## config.mk

```make
export PLATFORM = sky130hd
export DESIGN_NAME = floo_test_node_scheduler
export DESIGN_NICKNAME = d
export VERILOG_FILES = /design/src/rtl/floo_test_sched_pkg.sv /design/src/rtl/floo_sched_next_node.sv /design/src/rtl/floo_test_node_scheduler.sv
export SDC_FILE = /design/constraint.sdc
export NUM_CORES = 1
export LEC_CHECK = 0
export ABC_CLOCK_PERIOD_IN_PS = 1950
export BUFFER_PORTS_ARGS = -buffer_cell sky130_fd_sc_hd__buf_2
export CORE_MARGIN = 1.5
export CORE_UTILIZATION = 51
export CTS_CLUSTER_DIAMETER = 100
export DETAILED_ROUTE_END_ITERATION = 8
export PLACE_DENSITY = 0.8
export SLEW_MARGIN = 15
export SYNTH_ARGS = -nofsm -noshare
export SYNTH_HDL_FRONTEND = slang
export SYNTH_HIERARCHICAL = 1
export SYNTH_SLANG_ARGS = --single-unit
```

## constraint.sdc

```tcl
create_clock -name clk_i -period 1.95 [get_ports clk_i]
set_input_delay 0.0975 -clock clk_i [delete_from_list [all_inputs] [get_ports clk_i]]
set_output_delay 0.0975 -clock clk_i [all_outputs]
set_load 0.005 [all_outputs]
```

## src/rtl/floo_test_sched_pkg.sv

```systemverilog
// Shared types and defaults for the DMA test-node launch scheduler.
package floo_test_sched_pkg;

  typedef enum logic [2:0] {
    IDLE,
    LAUNCH,
    WAIT,
    DRAIN,
    DONE,
    TIMEOUT
  } sched_state_e;

  localparam int unsigned DefaultDrainCycles   = 1024;
  localparam int unsigned DefaultStaggerCycles = 16;

endpackage

```

## src/rtl/floo_sched_next_node.sv

```systemverilog
// Picks the lowest-indexed masked node that has not been launched yet (one-hot).
module floo_sched_next_node #(
  parameter int unsigned NumNodes = 2
) (
  input  logic [NumNodes-1:0] mask,
  input  logic [NumNodes-1:0] launched,
  output logic [NumNodes-1:0] pick,
  output logic                valid
);

  logic [NumNodes-1:0] pending;

  assign pending = mask & ~launched;
  // Two's-complement trick isolates the lowest set bit.
  assign pick    = pending & (~pending + NumNodes'(1));
  assign valid   = |pending;

endmodule

```

## src/rtl/floo_test_node_scheduler.sv

```systemverilog
// Launch sequencer and end-of-simulation controller for the tile's DMA test nodes.
// Optional WAIT-state watchdog is built in when FLOO_SCHED_WATCHDOG_EN is defined.
module floo_test_node_scheduler
  import floo_test_sched_pkg::*;
#(
  parameter int unsigned NumNodes       = 2,
  parameter int unsigned StaggerCycles  = DefaultStaggerCycles,
  parameter int unsigned DrainCycles    = DefaultDrainCycles,
`ifdef FLOO_SCHED_WATCHDOG_EN
  parameter int unsigned WatchdogCycles = 1000000,
`endif
  parameter int unsigned CntWidth       = 32
) (
  input  logic                clk_i,
  input  logic                rst_ni,
  input  logic                start_i,
  input  logic                seq_mode_i,
  input  logic [NumNodes-1:0] node_mask_i,
  output logic [NumNodes-1:0] node_start_o,
  input  logic [NumNodes-1:0] node_done_i,
  output logic                busy_o,
  output logic                end_of_sim_o,
  output logic                timeout_o,
  output logic [CntWidth-1:0] run_cycles_o
);

  localparam int unsigned StgW   = (StaggerCycles > 1) ? $clog2(StaggerCycles) : 1;
  localparam int unsigned DrainW = (DrainCycles > 1) ? $clog2(DrainCycles) : 1;
`ifdef FLOO_SCHED_WATCHDOG_EN
  localparam int unsigned WdW    = (WatchdogCycles > 1) ? $clog2(WatchdogCycles) : 1;
`endif

  sched_state_e        state_q, state_d;
  logic [NumNodes-1:0] mask_q, launched_q, last_pick_q;
  logic                seq_q, seq_go_q;
  logic [StgW-1:0]     stagger_q;
  logic [DrainW-1:0]   drain_q;
  logic [CntWidth-1:0] run_q;
`ifdef FLOO_SCHED_WATCHDOG_EN
  logic [WdW-1:0]      wd_q;
  logic [NumNodes-1:0] done_seen_q;
`endif

  logic [NumNodes-1:0] pick, launch_set, done_q;
  logic                pick_valid, launch_ok, all_done;

  floo_sched_next_node #(
    .NumNodes (NumNodes)
  ) i_next_node (
    .mask     (mask_q),
    .launched (launched_q),
    .pick     (pick),
    .valid    (pick_valid)
  );

  // A done only counts once the node's launch is registered, so a same-cycle done is ignored.
  assign done_q   = node_done_i & launched_q;
  assign all_done = (done_q == mask_q);

  // With zero stagger in concurrent mode every remaining node goes at once.
  assign launch_set = (!seq_q && (StaggerCycles == 0)) ? (mask_q & ~launched_q) : pick;

  always_comb begin
    launch_ok = 1'b0;
    if ((state_q == LAUNCH) && pick_valid) begin
      if (seq_q) begin
        launch_ok = (launched_q == '0) || seq_go_q;
      end else begin
        launch_ok = (stagger_q == '0);
      end
    end
  end

  always_ff @(posedge clk_i or negedge rst_ni) begin
    if (!rst_ni) begin
      state_q <= IDLE;
    end else begin
      state_q <= state_d;
    end
  end

  always_comb begin
    state_d = state_q;
    unique case (state_q)
      IDLE:    if (start_i) state_d = LAUNCH;
      LAUNCH:  if (!pick_valid) state_d = WAIT;
      WAIT: begin
        if (all_done) begin
          state_d = DRAIN;
        end
`ifdef FLOO_SCHED_WATCHDOG_EN
        else if (wd_q == WdW'(WatchdogCycles - 1)) begin
          state_d = TIMEOUT;
        end
`endif
      end
      DRAIN:   if (drain_q == DrainW'(DrainCycles - 1)) state_d = DONE;
      default: state_d = state_q;
    endcase
  end

  always_ff @(posedge clk_i or negedge rst_ni) begin
    if (!rst_ni) begin
      mask_q      <= '0;
      seq_q       <= 1'b0;
      launched_q  <= '0;
      last_pick_q <= '0;
      seq_go_q    <= 1'b0;
      stagger_q   <= '0;
      drain_q     <= '0;
      run_q       <= '0;
    end else begin
      if ((state_q == IDLE) && start_i) begin
        mask_q <= node_mask_i;
        seq_q  <= seq_mode_i;
      end
      if (launch_ok) begin
        launched_q  <= launched_q | launch_set;
        last_pick_q <= pick;
        stagger_q   <= (StaggerCycles > 0) ? StgW'(StaggerCycles - 1) : '0;
      end else if (stagger_q != '0) begin
        stagger_q <= stagger_q - StgW'(1);
      end
      // Sequential hand-off is registered, so the next node starts the cycle after the done.
      seq_go_q <= !launch_ok && (state_q == LAUNCH) && |(done_q & last_pick_q);
      if (((state_q == LAUNCH) || (state_q == WAIT)) && (run_q != '1)) begin
        run_q <= run_q + CntWidth'(1);
      end
      if ((state_q == DRAIN) && (state_d == DRAIN)) begin
        drain_q <= drain_q + DrainW'(1);
      end
    end
  end

`ifdef FLOO_SCHED_WATCHDOG_EN
  // Watchdog restarts whenever a node reports done for the first time.
  always_ff @(posedge clk_i or negedge rst_ni) begin
    if (!rst_ni) begin
      wd_q        <= '0;
      done_seen_q <= '0;
    end else if (state_q == WAIT) begin
      done_seen_q <= done_seen_q | done_q;
      if (|(done_q & ~done_seen_q)) begin
        wd_q <= '0;
      end else begin
        wd_q <= wd_q + WdW'(1);
      end
    end
  end
`endif

  always_comb begin
    busy_o       = (state_q == LAUNCH) || (state_q == WAIT) || (state_q == DRAIN);
    end_of_sim_o = (state_q == DONE);
    timeout_o    = 1'b0;
`ifdef FLOO_SCHED_WATCHDOG_EN
    end_of_sim_o = (state_q == DONE) || (state_q == TIMEOUT);
    timeout_o    = (state_q == TIMEOUT);
`endif
  end

  assign node_start_o = launched_q;
  assign run_cycles_o = run_q;

endmodule

```

==> flow_summary_export.csv <==
group,metric,value,unit
sta,finClkSkew,0.003367,ns
global_routing,met3_usage,6.353,%
worst_setup_path,r2r.worst_path.cells,6,
logic_synthesis,synth_edf_count,0,
sta,hold_viol,0,
global_routing,grt-ovfl-total,0,
global_routing,grt_busiest_layer,"met2",
sta,finalMaxSlewViolations,0,
floorplanning,die_h,77.69,um
logic_synthesis,synth-seq-cells,57,
sta,rsz0062_at_grt,"yes",
worst_setup_path,regToRegSetupSlack,0.07,ns
logic_synthesis,synth-async-reset-ratio,100.0,%
pwr,irDropWorstVdd,0.6084,mV
detailed_routing,vias_per_cell,5.388,
worst_setup_path,slowest_stage,"or3b_4",
worst_setup_path,worstPathRequired,2.17,ns
cells_and_area,final_area,0.003676,mm2
cells_and_area,final_layout_size_suffix_gt1_share,34.41,%
logic_synthesis,synth-xor-area-share,12.93,%
logic_synthesis,synth_top_family_by_area,"simple AND/OR/NAND/NOR gates",
clocking,path_clk_slew,0.06,ns
cells_and_area,final_cells,412,
place,dpl.hpwl,4.252,mm
sta,holdWs,0.02616,ns
clocking,cts_sinks,57,
worst_setup_path,cp_cell_sequence,"ha_2 > and3_2 > or3b_4 > a21oi_4 > nand3_1 > xnor2_1",
logic_synthesis,yosys.area_share.adder,1.759,%
place,placed_cell_area,0.003288,mm2
worst_setup_path,slowest_delay,0.41,ns
floorplanning,ios,45,
worst_setup_path,setup.worst_path.end_class,"flip-flop",
detailed_routing,wl,5.980,mm
sta,setup_viol,0,
global_routing,grt_max_degree,23,
detailed_routing,firstDrtPassIters,4,
cells_and_area,syn2layout_area_growth,29.20,%
logic_synthesis,synth_area_per_cell,11.29,um2
sta,finalCriticalPeriod,1.875,ns
place,routabilityCongestion,0.8667,
pwr,leakagePower,1.790,nW
flow_run,cap_violations,0,
hold_path,min_path_type,"in2reg",
detailed_routing,avgRoutedWirePerCell,14.51,um
logic_synthesis,yosysTopAreaCell,"dfrtp_1",
cells_and_area,diodes,0,
logic_synthesis,synth_area,0.002845,mm2
place,port_buffers,43,
floorplanning,coreArea,0.005439,mm2
logic_synthesis,synth_seq_area_share,50.13,%
clocking,cts_root_buf,"clkbuf_8",
logic_synthesis,yosysTopAreaCellShare,50.13,%
floorplanning,die_area,0.006036,mm2
global_routing,antenna_found_initial,0,
floorplanning,num_rows,27,
clocking,clock_latency,0.34,ns
worst_setup_path,critPathMaxFanout,10,
pwr,power_density,1105,mW/mm2
logic_synthesis,yosys.area_share.simple,23.26,%
logic_synthesis,synth.area.top_cells,"dfrtp_1, xnor2_1, nand3_1, xor2_1, mux2_2",
worst_setup_path,start_kind,"flip-flop",
cells_and_area,fillers,418,
floorplanning,fp.dieW,77.69,um
sta,fin_ws,0.07497,ns
global_routing,use_met1,27.74,%
logic_synthesis,ys_warn_count,6,
sta,max_freq,533.3,MHz
global_routing,grt_usage,21.70,%
clocking,clockBufferDepth,2,
logic_synthesis,synth_compound_area_share,5.673,%
detailed_routing,drc_errors,0,
clocking,numCtsBuffers,9,
worst_setup_path,worstPathArrival,2.09,ns
cells_and_area,fin_nets,347,
global_routing,grt_pass1_wl,10.14,mm
place,post-place-ws,-0.03544,ns
place,dp_cells,386,
global_routing,first_global_vias,2237,
detailed_routing,antenna_left,0,
logic_synthesis,yosysUniqueCellTypes,48,
global_routing,use_met2,34.35,%
clocking,cts_htree_levels,3,
outcome,status,"completed",
hold_path,hold_depth,3,
logic_synthesis,syn_inst,252,
floorplanning,start_util,52.31,%
logic_synthesis,muxShareOfSynthArea,3.166,%
logic_synthesis,yosys_most_used_dff,"dfrtp_1",
logic_synthesis,synth_nets,264,
cells_and_area,fin_util,67.59,%
detailed_routing,vias,2220,
worst_setup_path,critical_path_class,"reg2reg",
sta,period_share,96.16,%
clocking,cts_tree,"done",
detailed_routing,first_iter_violations,55,
[report_power, final]
part           internal (W)  switching [W]  leakage, nW
combinational      0.000496       0.000484        0.902
sequential          0.00140       0.000181        0.749
clock               0.00105       0.000460        0.140
total               0.00294        0.00112         1.79
[timing repair]
action                                  4_1_cts  5_1_grt
endpoints found under the setup margin        3       25
gates resized for setup                       0        3
hold buffers                                  4        0
pin swaps                                     2        1
buffers inserted                              2        4
hold endpoints to repair                     18        0
[worst paths after layout]
kind                                        startpoint                      endpoint
setup / recovery           run_cycles_o[1]$_DFFE_PN0P_   run_cycles_o[6]$_DFFE_PN0P_
hold / removal                          node_done_i[1]            seq_go_q$_DFF_PN0_
setup reg to reg           run_cycles_o[1]$_DFFE_PN0P_   run_cycles_o[6]$_DFFE_PN0P_
hold reg to reg                 drain_q[7]$_DFFE_PN0P_        drain_q[7]$_DFFE_PN0P_
max in group asynchronous                       rst_ni  run_cycles_o[24]$_DFFE_PN0P_
min in group asynchronous                       rst_ni   node_start_o[0]$_DFFE_PN0P_
[metal layers]
| layer | vias up | part of all wire (%) |
|---|---|---|
| met4 | 0 | 2.6 |
| met1 | 1080 | 45 |
| met3 | 19 | 4.6 |
| met2 | 57 | 48 |
| met5 | - | 0 |
| li1 | 1064 | - |
[cells in the mapped netlist (2+ instances only)]
cell / number
a211o_1: 2
a21o_1: 2
a21oi_1: 3
a31oi_1: 2
a41oi_1: 2
and3_1: 8
and4_1: 7
buf_6: 4
dfrtp_1: 57
ha_1: 4
inv_1: 5
mux2_2: 8
nand2_1: 14
nand2b_1: 4
nand3_1: 23
nand4_1: 13
nand4b_1: 3
nor2_1: 17
nor3_1: 4
nor3b_1: 2
xnor2_1: 31
xor2_1: 11
[layout by cell type, fill, tap and decap left out, types with 2 or more instances in the layout]
cell type      Yosys  layout
nand2_1           14      14
nand3_1           23      23
a21o_1             2       2
ha_1               4       3
dfrtp_1           57      57
nor3b_1            2       2
a211o_1            2       2
inv_1              5       5
bufinv_16          0       4
xnor2_1           31      31
nand2b_1           4       4
nor3_1             4       3
buf_4              1      32
nand4b_1           3       3
nand4_1           13      13
mux2_2             8       8
a41oi_1            2       2
and4_1             7       7
clkbuf_8           0      11
nor2_1            17      17
buf_2              1      43
dlygate4sd3_1      0       4
and3_1             8       8
a31oi_1            2       2
a21oi_1            3       3
xor2_1            11      11
[through the flow]
step / power [W] / TNS (ns)
after floorplan: 0.002188 / 0
after global placement: 0.002457 / 0
after detailed placement: 0.002509 / -0.06927
after CTS: 0.004028 / 0
after global routing: 0.004284 / -0.1650
final: 0.004063 / 0
[critical path: cells and delay by family, from the launching register on]
family	cells	cell delay, ns
compound gates	1	0.29
xor+xnor	1	0.15
fa+ha+maj	1	0.19
flops	1	0.35
simple gates	3	0.76
[kinds of logic after synthesis]
family,Yosys count
and+or+nand+nor,109
DFF,57
xor gates and xnor gates,42
AOI/OAI and AO/OA,18
buffers and inverters,13
muxes,8
adders and majority gates,4
other,1
[sequential cells by signal (all words and copies together), names as in the netlist]
| signal | flops |
|---|---|
| state_q | 3 |
| drain_q | 10 |
| stagger_q | 4 |
| node_start_o | 2 |
| mask_q | 2 |
| run_cycles_o | 32 |
| seq_q | 1 |
| seq_go_q | 1 |
| last_pick_q | 2 |
[layout make-up]
cell class | count | area, um2 | share of cell area [%]
inverters | 5 | 18.77 | 0.5106
clock inverters | 5 | 125.1 | 3.404
flip-flops and latches | 57 | 1426 | 38.80
well taps | 72 | 90.09 | 2.451
clock buffers | 11 | 151.4 | 4.118
multi-input cells | 182 | 1349 | 36.69
repair buffers | 80 | 515.5 | 14.02
Power figures use the tool's default switching activity.
